`config.mk`:
```
export PLATFORM = sky130hd
export DESIGN_NAME = adf4159_serial_receiver
export DESIGN_NICKNAME = d
export VERILOG_FILES = /design/src/rtl/adf4159_pkg.sv /design/src/rtl/adf4159_serial_receiver_bit_sync.sv /design/src/rtl/adf4159_serial_receiver.sv
export SDC_FILE = /design/constraint.sdc
export NUM_CORES = 1
export LEC_CHECK = 0
export ABC_CLOCK_PERIOD_IN_PS = 32299
export CORE_ASPECT_RATIO = 0.8
export CORE_MARGIN = 1.5
export CORE_UTILIZATION = 45
export CTS_BUF_LIST = sky130_fd_sc_hd__clkbuf_16
export DETAILED_ROUTE_END_ITERATION = 10
export GPL_ROUTABILITY_DRIVEN = 0
export GPL_TIMING_DRIVEN = 0
export PLACE_DENSITY = 0.6
export SLEW_MARGIN = 5
export SYNTH_ARGS = -nofsm -noshare
export SYNTH_HDL_FRONTEND = slang
export SYNTH_SLANG_ARGS = --single-unit
```
`constraint.sdc`:
```
create_clock -name clk_i -period 32.3 [get_ports clk_i]
set_input_delay 6.46 -clock clk_i [delete_from_list [all_inputs] [get_ports clk_i]]
set_output_delay 6.46 -clock clk_i [all_outputs]
set_load 0.02 [all_outputs]
```
`src/rtl/adf4159_pkg.sv`:
```
// Shared constants, ADF4159 register indices and FSM state type for the serial receiver.
// No logic lives here.
package adf4159_pkg;

  localparam int WORD_W = 32;
  localparam int ADDR_W = 3;

  // Control-bit values selecting ADF4159 registers R0..R7.
  localparam logic [ADDR_W-1:0] R0 = 3'd0;
  localparam logic [ADDR_W-1:0] R1 = 3'd1;
  localparam logic [ADDR_W-1:0] R2 = 3'd2;
  localparam logic [ADDR_W-1:0] R3 = 3'd3;
  localparam logic [ADDR_W-1:0] R4 = 3'd4;
  localparam logic [ADDR_W-1:0] R5 = 3'd5;
  localparam logic [ADDR_W-1:0] R6 = 3'd6;
  localparam logic [ADDR_W-1:0] R7 = 3'd7;

  typedef enum logic [1:0] {IDLE, SHIFT, COMMIT} state_t;

endpackage

```
`src/rtl/adf4159_serial_receiver_bit_sync.sv`:
```
// Multi-flop synchroniser for one asynchronous input bit; SYNC_STAGES cycles of latency.
// No handshake: the input is sampled every cycle.
module bit_synchronizer #(
  parameter int   SYNC_STAGES = 2,
  parameter logic RST_VAL     = 1'b0
) (
  input  logic clk_i,
  input  logic rst_i,
  input  logic async_bit,
  output logic sync_bit
);

  logic [SYNC_STAGES-1:0] sync_q;

  always_ff @(posedge clk_i or posedge rst_i) begin
    if (rst_i) sync_q <= {SYNC_STAGES{RST_VAL}};
    else       sync_q <= {sync_q[SYNC_STAGES-2:0], async_bit};
  end

  assign sync_bit = sync_q[SYNC_STAGES-1];

endmodule

```
`src/rtl/adf4159_serial_receiver.sv`:
```
// ADF4159 3-wire bus receiver: deserialises MSB-first frames into an 8-entry shadow register file.
// word_valid_o fires SYNC_STAGES+2 cycles after LE rises at the pin; no backpressure, bus is free-running.
module adf4159_serial_receiver #(
  parameter int SYNC_STAGES = 2,
  parameter int WORD_W      = adf4159_pkg::WORD_W,
  parameter int NUM_REGS    = 8,
  parameter int ADDR_W      = adf4159_pkg::ADDR_W
) (
  input  logic              clk_i,
  input  logic              rst_i,
  input  logic              CLK_i,
  input  logic              DATA_i,
  input  logic              LE_i,
  output logic [WORD_W-1:0] word_o,
  output logic [ADDR_W-1:0] reg_addr_o,
  output logic              word_valid_o,
  output logic              frame_error_o,
  output logic              busy_o,
  input  logic [ADDR_W-1:0] rd_addr_i,
  output logic [WORD_W-1:0] rd_data_o
);

  import adf4159_pkg::*;

  logic clk_s, data_s, le_s;
  logic clk_d, le_d;
  logic clk_rise, le_fall, le_rise;

  state_t            state_q;
  logic [WORD_W-1:0] shift_q;
  logic [5:0]        bit_cnt_q;
  logic [WORD_W-1:0] shadow_q [NUM_REGS];

  // Equal-depth synchronisers keep DATA aligned with the CLK edge it belongs to.
  bit_synchronizer #(.SYNC_STAGES(SYNC_STAGES), .RST_VAL(1'b0)) u_sync_clk (
    .clk_i(clk_i), .rst_i(rst_i), .async_bit(CLK_i), .sync_bit(clk_s));
  bit_synchronizer #(.SYNC_STAGES(SYNC_STAGES), .RST_VAL(1'b0)) u_sync_data (
    .clk_i(clk_i), .rst_i(rst_i), .async_bit(DATA_i), .sync_bit(data_s));
  bit_synchronizer #(.SYNC_STAGES(SYNC_STAGES), .RST_VAL(1'b1)) u_sync_le (
    .clk_i(clk_i), .rst_i(rst_i), .async_bit(LE_i), .sync_bit(le_s));

  always_ff @(posedge clk_i or posedge rst_i) begin
    if (rst_i) begin
      clk_d <= 1'b0;
      le_d  <= 1'b1;
    end else begin
      clk_d <= clk_s;
      le_d  <= le_s;
    end
  end

  assign clk_rise = clk_s & ~clk_d;
  assign le_fall  = ~le_s & le_d;
  assign le_rise  = le_s & ~le_d;

  always_ff @(posedge clk_i or posedge rst_i) begin
    if (rst_i) begin
      state_q       <= IDLE;
      shift_q       <= '0;
      bit_cnt_q     <= '0;
      word_o        <= '0;
      reg_addr_o    <= '0;
      word_valid_o  <= 1'b0;
      frame_error_o <= 1'b0;
      busy_o        <= 1'b0;
      for (int i = 0; i < NUM_REGS; i++) shadow_q[i] <= '0;
    end else begin
      word_valid_o  <= 1'b0;
      frame_error_o <= 1'b0;
      case (state_q)
        IDLE: begin
          if (le_fall) begin
            shift_q   <= '0;
            bit_cnt_q <= '0;
            busy_o    <= 1'b1;
            state_q   <= SHIFT;
          end
        end
        SHIFT: begin
          // A CLK rise coinciding with LE rise is still counted before committing.
          if (clk_rise) begin
            shift_q <= {shift_q[WORD_W-2:0], data_s};
            if (bit_cnt_q != '1) bit_cnt_q <= bit_cnt_q + 6'd1;
          end
          if (le_rise) state_q <= COMMIT;
        end
        COMMIT: begin
          state_q <= IDLE;
          busy_o  <= 1'b0;
          if (bit_cnt_q == 6'(WORD_W)) begin
            word_o                       <= shift_q;
            reg_addr_o                   <= shift_q[ADDR_W-1:0];
            shadow_q[shift_q[ADDR_W-1:0]] <= shift_q;
            word_valid_o                 <= 1'b1;
          end else begin
            frame_error_o <= 1'b1;
          end
        end
        default: state_q <= IDLE;
      endcase
    end
  end

  always_ff @(posedge clk_i or posedge rst_i) begin
    if (rst_i) rd_data_o <= '0;
    else       rd_data_o <= shadow_q[rd_addr_i];
  end

endmodule
```
======== Word-level counts from Yosys, hierarchy flattened ========
Index checks and enable logic that the tools add are counted.
word-level totals
  bits of input ports ..................... 8
  register bits after elaboration ......... 374
  output and inout port bits .............. 70
cells by class
  equality and inequality tests ........... 8
  magnitude comparators ................... 3
  add/sub/neg operators ................... 1
  bitwise gates (word level) .............. 8
  reduce and logical (&&, ||, !) cells .... 9
  multiplexer cells ....................... 22
operator list
  kind                                                        count
  bitwise mux 256 bit                                         1
  two-way mux 32 bit                                          5
  binary-select mux 32 bit (select 3 bit)                     1
  demux 32 bit (select 3 bit)                                 1
  one-hot mux 32 bit (2 select lines)                         1
  two-way mux 6 bit                                           3
  one-hot mux 6 bit (2 select lines)                          1
  >= comparator 4 bit, second input constant                  2
  != test 2 bit, second input constant                        4
  NOT 3 -> 4 bit                                              2
  adder 6 x 1 -> 6 bit, second input constant                 1
  == test 6 bit, second input constant                        1
  != test 6 bit, second input constant                        1
  AND reduction 2 bit                                         3
  two-way mux 1 bit                                           5
  less-than comparator 4 x 1 -> 1 bit, second input constant  1
  two-way mux 2 bit                                           2
  one-hot mux 2 bit (2 select lines)                          1
  AND reduction 4 bit                                         1
  nonzero test 2 bit                                          2
  bitwise AND 1 bit                                           3
  NOT 1 bit                                                   3
  AND reduction 3 bit                                         1
  == test 2 x 1 -> 1 bit, second input constant               1
  other kinds (4)                                             4

======== Depth between registers and ports, before layout ========
Gate-level depths: netlist of run 1.
  depth after elaboration ................. 6
  gate-level depth with buffers ........... 8
  depth with buffers taken out ............ 5

======== By module ========
Synthesis of run 1 repeated with hierarchy kept, for this count alone.
second synthesis, totals
  cells, all modules ...................... 1015
  area, all modules ....................... 15571.2 µm²
modules (own cells, without submodules)
  module                              instances  cells each  area an instance (µm²)  seq. area each (µm²)
  adf4159_serial_receiver             1          1006        15407.3                 9135.0
  bit_synchronizer at u_sync_clk ...  2          3           53.8                    50.0
  bit_synchronizer at u_sync_le       1          3           56.3                    52.6

======== Least setup slack after synthesis of run 1 ========
Ideal clock, no wire load.
  kind .................................... input -> register
  from .................................... input rd_addr_i[0]
  to ...................................... register rd_data_o[0]
  stages on the path ...................... 4
  setup time .............................. 0.125 ns
  setup slack ............................. 24.251 ns
  arrival ................................. 7.924 ns
  path through ............................ clkbuf_1 > buf_2 > mux4_2 > mux2_2
between the ends
  longest elaborated chain between the ends .. 4
ends and longest elaborated chain
  what                                                   line                            RTL
  start: declaration                                     adf4159_serial_receiver.sv:19   input logic [ADDR_W-1:0] rd_addr_i,
  NOT 3 -> 4 bit (implied by the code)                   adf4159_serial_receiver.sv:106  else rd_data_o <= shadow_q[rd_addr_i];
  binary-select mux 32 bit (select 3 bit)                adf4159_serial_receiver.sv:106
  two-way mux 32 bit (implied by the code) (2 in a row)  adf4159_serial_receiver.sv:106
  end signal: assignment                                 adf4159_serial_receiver.sv:106
  end: declaration                                       adf4159_serial_receiver.sv:20   output logic [WORD_W-1:0] rd_data_o
No other way between the ends. The select of a mux whose other input is x is not followed.
A chain may end at the register's enable or synchronous reset.

======== Worst setup path in the final report of run 1 ========
  from .................................... register word_o[0]
  to ...................................... output word_o[0]
RTL lines
  what                      line                           RTL
  start: declaration        adf4159_serial_receiver.sv:14  output logic [WORD_W-1:0] word_o,
  start signal: assignment  adf4159_serial_receiver.sv:91  word_o <= shift_q;
No word-level cell between the ends.

==> results of run 1 <==
-- worst max-delay path by stage --
stage,start,end,slack [ps]
floorplan,rst_i,bit_cnt_q[0],15540
global placement,rst_i,rd_data_o[16],10720
detailed placement,rd_addr_i[0],rd_data_o[3],23760
CTS,word_o[24],word_o[24],24200
global route,word_o[0],word_o[0],24200
finish,word_o[0],word_o[0],24260
-- cell type report --
class | count | area (um^2) | area share [%]
sequential | 371 | 9290 | 51.9
multi-input combinational | 537 | 5720 | 32.0
clock buffer | 39 | 976 | 5.45
timing repair buffer | 77 | 823 | 4.60
tap | 434 | 543 | 3.03
buffer | 94 | 437 | 2.44
clock inverter | 21 | 86.3 | 0.482
inverter | 6 | 30.0 | 0.168
-- worst max-delay path, delay by kind of cell (launching register included) --
family / cells / cell delay [ps]
buffers and inverters: 2 / 700
flip-flops: 1 / 360
-- through the flow --
stage,utilization (%),hold WS [ps]
4_1_cts,53.1,352
6_report,53.1,350
2_1_floorplan,-,331
3_5_place_dp,50.0,340
5_1_grt,53.1,353
3_3_place_gp,49.7,335
-- cells by family (layout without fill, tap and decap cells) --
kind of cell,Yosys count,after routing,share of synthesized area (%)
compound gates,16,16,0.704
simple gates,158,158,5.19
fa+ha+maj,2,2,0.162
buf+inv,100,237,2.97
mux,361,361,30.9
flops,371,371,60.0
-- flip-flops by register name (all words and copies together) (netlist names) --
name                flops
bit_cnt_q               6
busy_o                  1
clk_d                   1
frame_error_o           1
le_d                    1
rd_data_o              32
shadow_q              256
shift_q                32
state_q                 2
u_sync_clk.sync_q       2
u_sync_data.sync_q      2
u_sync_le.sync_q        2
word_o                 32
word_valid_o            1
-- cells in the final DEF (no fill, tap or decap), types with 2 or more instances in the layout --
cell	netlist	final
dfstp_2	3	3
a21oi_1	6	6
buf_1	4	4
buf_2	31	31
nand3_1	38	38
o21ai_0	2	2
mux2_1	5	5
nand2b_1	12	12
buf_16	0	3
buf_4	10	10
dfrtp_1	368	368
o31ai_1	3	3
clkinv_1	0	3
and3_1	2	2
and4_1	2	2
nor2b_1	13	13
or4_1	3	3
clkbuf_16	0	39
mux4_2	64	64
inv_1	6	20
or2_2	4	4
and2_1	5	5
clkbuf_1	48	48
mux2_2	292	292
ha_1	2	2
clkdlybuf4s50_1	0	74
nand2_1	67	67
clkinv_2	0	2
nor2_1	6	6
-- power groups by stage --
stage                     sequential (mW)  combinational (mW)  clock [mW]
final                               0.472              0.0403       0.389
after global routing                0.472              0.0451       0.419
after CTS                           0.472              0.0416       0.401
after detailed placement            0.481              0.0414           0
after global placement              0.481              0.0397           0
after floorplan                     0.480              0.0257           0
-- routing by layer --
| layer | up-vias | global-route usage (%) |
|---|---|---|
| li1 | 3829 | - |
| met1 | 4501 | 29.9 |
| met2 | 135 | 30.6 |
| met3 | 46 | 3.51 |
| met4 | 0 | 5.22 |
| met5 | - | 0 |
==> metrics.md, run 1 <==
| Metric | Value |
|---|---|
| Int Pwr | `~0.70 mW` |
| Clk pwr share | `43.1%` |
| Largest net degree at the start of global routing | `124` |
| Dpl cells | `1,519` |
| DR vias/cell | `roughly 5.4` |
| Final instance area | `roughly 18,000 um^2` |
| Reg-to-reg slack, setup | `roughly 30,000 ps` |
| DR vias | `about 8.5k` |
| Top-area cell type share of the netlist area | `about three fifths` |
| Hold depth | `0` |
| Cell Area, Placed | `16,800 um^2` |
| Post-CTS sizing | `0` |
| Top cells by area, synth | `dfrtp_1 60%, mux2_2 21%, mux4_2 9.3%, nand2_1 1.6%, nand3_1 1.2%` |
| Number of synthesized flops with an enable pin | `0` |
| Final max-slew violation count | `0` |
| Post-detail-place hpwl | `between 20,000 and 25,000 um` |
| Inserted Clock Buffers | `38` |
| Type of the worst setup path | `reg -> out` |
| HP Class | `reg -> reg` |
| Tot Pwr | `roughly 0.90 mW` |
| Crit share post-route | `about 25%` |
| Count leader, synth | `dfrtp_1` |
| Vias in the first global route | `8,964` |
| Max Buffers Root-to-Sink | `3` |
| Setup Viol. Count Final | `0` |
| Slowest stage cell, crit path | `clkdlybuf4s50_1` |
| First-pass GRT wire length | `54,100 um` |
| Root Driver | `clkbuf_16` |
| Skew final | `between 10 and 15 ps` |
| Met3 wire length | `~1300 um` |
| Worst-path clk slew | `about 60 ps` |
| Power density cells | `just over 50 nW/um^2` |
| Final WS setup | `approximately 24,000 ps` |
| Post-layout min period | `slightly above 8000 ps` |
| Non-Filler Instances | `~1.6k` |
| Seq/Total Area, Yosys | `between 60% and 70%` |
| Area of the core | `around 34,000 um^2` |
| Wire per inst | `roughly 21 um` |
| Sw Pwr | `slightly above 0.2 mW` |
| Ys async rst share | `100%` |
| Initial Utilization | `roughly 46%` |
| Ys flop type | `dfrtp_1` |
| Max Cap Viol | `0` |
| Row cnt | `60` |
| Reg2reg path depth | `6` |
| CP required | `between 20,000 and 30,000 ps` |
| H-Tree Depth | `2` |
| Pre-CTS WS | `23,760 ps` |
| Logic gate share of total power | `under 10%` |
| Die area | `roughly 36,000 um^2` |
| Worst rel slew slack | `about 40%` |
| Slowest Stage Delay on Critical Path | `around 590 ps` |
| DR WL met2 | `~15,000 um` |
| Pleak | `slightly below 9 nW` |
| Hold Path End | `u_sync_data.sync_q[1]` |
| Setup tns final | `0 ps` |
| Post-synth top cells | `368 x dfrtp_1, 292 x mux2_2, 67 x nand2_1` |
| RSZ-0062 raised after global routing | `false` |
| F_max | `0.124 GHz` |
| Mean Syn Cell Area | `roughly 15 um^2` |
| Filler cell count in the final layout | `approximately 2.8k` |
| CTS tree | `done` |
| GRT overflow | `0` |
| Hold Violations, Final | `0` |
| FF-to-FF End | `shadow_q[40]` |
| 1st-iter DRT viols | `446` |
| CP arrival | `~1600 ps` |
| Number of synthesized register bits | `around 370` |
| Clk Latency, worst-skew pair | `530 ps` |
| Post-Route WL | `around 34,000 um` |
| Startpoint class of the critical path | `flop` |
| PortBufs | `74` |
| R2R Path Start | `bit_cnt_q[2]` |
| Boundary Pins | `between 70 and 80` |
| Post-synth top area cell | `dfrtp_1` |
| Fin nets | `~1.1k` |
| Cell Chain, Critical Path | `buf_4, clkdlybuf4s50_1` |
| Maximum vdd drop | `slightly above 0.00004 V` |
| Met1 WL | `around 16,000 um` |
| Antenna violations before repair | `0` |
| Antenna Cells | `0` |
| Cell count after synthesis | `1,008` |
| Distinct cells, synth | `36` |
| Crit Path Max Fanout | `3` |
| Pre-antenna DRT Iters | `4` |
| Top sig layer | `met4` |
| Area growth syn-to-layout | `15.7%` |
| Synth Warn # | `0` |
| DRC Markers | `0` |
| Worst slew pin tran | `approximately 900 ps` |
| CTS Hold Bufs | `0` |
| Synth Cell Area | `15,500 um^2` |
| Sink Count | `approximately 370` |
| Post-CTS Setup Bufs | `0` |
| Sw Share | `about 23%` |
| Layout cells sized above 1 | `approximately 40%` |
| Synth Net Count | `slightly above 1k` |
| Die height | `169 um` |
| ANT nets after route | `0` |
| Outcome | `finished clean` |
| Reg power frac | `52.4%` |
| GRT Total Usage | `between 20% and 30%` |
| Hold Path Origin | `u_sync_data.sync_q[0]` |
| Die extent in x | `210 um` |
| Critical Path End Type | `primary output` |
No activity file was read; power rests on OpenSTA's default activity.
==> run 2: changes to the inputs <==
ABC_CLOCK_PERIOD_IN_PS = 7700   (was 32299)
clock period = 7.7 ns   (was 32.3 ns; I/O delays follow)
==> metrics.md, run 2 (same netlist as run 1, synthesis figures left out) <==
| Metric | Value |
|---|---|
| Max Cap Viol | `0 (unchanged)` |
| PortBufs | `74 (unchanged)` |
| Setup Viol. Count Final | `0 (unchanged)` |
| Startpoint class of the critical path | `flop` |
| Core Util, Final | `54.3% (+1.1 points)` |
| Pre-antenna DRT Iters | `4 (unchanged)` |
| Dpl cells | `1,527 (+0.53%)` |
| Area growth syn-to-layout | `18.2%` |
| Row cnt | `60 (unchanged)` |
| DRC Markers | `0 (unchanged)` |
| R2R Path Start | `bit_cnt_q[2]` |
| Worst slew pin tran | `936 ps (+37.1 ps)` |
| RSZ-0062 raised after global routing | `false` |
| Clk Latency, worst-skew pair | `540 ps (about the same)` |
| F_max | `0.319 GHz` |
| HP Class | `reg -> reg` |
| 1st-iter DRT viols | `376 (-16%)` |
| Fin nets | `1,142 (+0.62%)` |
| Worst rel slew slack | `37.6% (-2.5 points)` |
| Type of the worst setup path | `reg -> out` |
| First-pass GRT wire length | `54,000 um (-0.20%)` |
| Crit Path Max Fanout | `3 (unchanged)` |
| GRT overflow | `0 (unchanged)` |
| Power density cells | `224 nW/um^2 (+350%)` |
| Number of flip-flops in the largest register | `256 (unchanged)` |
| Commonest non-fill, non-tap cell in the layout | `dfrtp_1` |
| Post-Route WL | `33,500 um (-0.16%)` |
| Root Driver | `clkbuf_16` |
| Hold Path End | `u_sync_clk.sync_q[1]` |
| Met1 global-route usage | `30.1% (+0.25 points)` |
| Skew final | `15.3 ps (+1.20 ps)` |
| Hold Violations, Final | `0 (unchanged)` |
| Worst-path clk slew | `60 ps (about the same)` |
| Die height | `169 um (unchanged)` |
| WHS | `351 ps (+1.12 ps)` |
| CTS Hold Bufs | `0 (unchanged)` |
| Post-layout min period | `approximately 3100 ps` |
| Boundary Pins | `78 (unchanged)` |
| Pleak | `9.03 nW (+1.7%)` |
| CP required | `6160 ps (-19,680 ps)` |
| Final instance area | `18,300 um^2 (+2.1%)` |
| Final max-slew violation count | `0 (unchanged)` |
| Critical Path End Type | `primary output` |
| Vias in the first global route | `9,027 (+0.70%)` |
| Outcome | `finished clean` |
| CP arrival | `1590 ps (about the same)` |
| Sink Count | `371 (unchanged)` |
| Inserted Clock Buffers | `37 (-2.6%)` |
| Hold Path Origin | `u_sync_clk.sync_q[0]` |
| Non-Filler Instances | `1,594 (+0.95%)` |
| H-Tree Depth | `2 (unchanged)` |
| Die area | `35,500 um^2 (unchanged)` |
| Maximum vdd drop | `0.000152 V (+270%)` |
| Hold depth | `0 (unchanged)` |
| Post-detail-place hpwl | `21,500 um (+3.8%)` |
| DR vias | `8,602 (+1.1%)` |
| Initial Utilization | `45.9% (unchanged)` |
| Reg-to-reg slack, setup | `5320 ps (-24,590 ps)` |
| Layout cells sized above 1 | `41.1% (+1.2 points)` |
| Largest net degree at the start of global routing | `40 (-68%)` |
| GRT Total Usage | `20.0% (-0.069 points)` |
| Post-CTS Setup Bufs | `0 (unchanged)` |
| Reg2reg path depth | `6 (unchanged)` |
| DR vias/cell | `5.40 (+0.12%)` |
| Antenna Cells | `0 (unchanged)` |
| CTS tree | `done` |
| Post-CTS sizing | `0 (unchanged)` |
| Cell Area, Placed | `17,000 um^2 (+0.84%)` |
| Die extent in x | `210 um (unchanged)` |
| Most frequent cells in the layout | `368 x dfrtp_1, 292 x mux2_2, 74 x clkdlybuf4s50_1` |
| Area of the core | `33,700 um^2 (unchanged)` |
| Antenna violations before repair | `0 (unchanged)` |
| ANT nets after route | `0 (unchanged)` |
| FF-to-FF End | `shadow_q[63]` |
| GR Layer Usage met3 | `3.10% (-0.41 points)` |
| Register name with the most flops | `shadow_q` |
| GR Util met2 | `30.6% (about the same)` |
| Crit share post-route | `~41%` |
| Busiest layer in global routing | `met2` |
| Max Buffers Root-to-Sink | `3 (unchanged)` |
| Wire per inst | `21.0 um (-1.1%)` |
run 2: cell types whose count changed in the layout (fill, tap and decap cells not counted), moves of 2 or more:
cell	before	now
buf_12	0	10
bufinv_16	0	8
inv_1	20	12
clkinv_2	2	6
clkinv_1	3	6
buf_16	3	1
run 2: worst max-delay path: stages, from the launching register on:
cell and delay, ps:
dfrtp_1 370, buf_4 110, clkdlybuf4s50_1 580
run 2: worst max path at each step:
| stage | start | end | slack (ps) | depth (start not counted) |
|---|---|---|---|---|
| floorplan | rst_i | bit_cnt_q[0] | 1180 | 1 |
| CTS | word_o[24] | word_o[24] | 4520 | 1 |
| detailed placement | rd_addr_i[0] | rd_data_o[14] | 4080 | 4 |
| global route | word_o[0] | word_o[0] | 4500 | 2 |
| global placement | rst_i | rd_data_o[17] | -1560 | 2 |
| finish | word_o[0] | word_o[0] | 4570 | 2 |
run 2: stage by stage:
stage | total power, mW | setup TNS [ps] | setup WS [ps]
global route | 4.26 | 0 | 4500
floorplan | 2.12 | 0 | 1180
global placement | 2.18 | -559160 | -1560
CTS | 4.16 | 0 | 4520
detailed placement | 2.20 | 0 | 4080
finish | 4.10 | 0 | 4570
run 2: layer usage:
metal / vias to the layer above / part of all wire (%) / routed length, um
li1: 3850 / - / -
met1: 4592 / 49 / 16400
met2: 119 / 46 / 15400
met3: 41 / 3.3 / 1100
met4: 0 / 1.6 / 544
met5: - / 0 / 0
run 2: final cells by class:
type,instances,area [um^2]
multi-input combinational,537,5720
clock buffer,39,976
sequential,371,9290
timing repair buffer,85,968
fill,2791,15400
inverter,6,26.3
buffer,94,437
tap,434,543
clock inverter,28,328
run 2: report_power, final:
group | internal (mW) | switching (mW) | total [mW] | leakage (nW)
Clock | 1.18 | 0.758 | 1.94 | 0.668
Sequential | 1.96 | 0.0159 | 1.98 | 5.15
Combinational | 0.0545 | 0.122 | 0.177 | 3.20
Total | 3.20 | 0.897 | 4.10 | 9.03
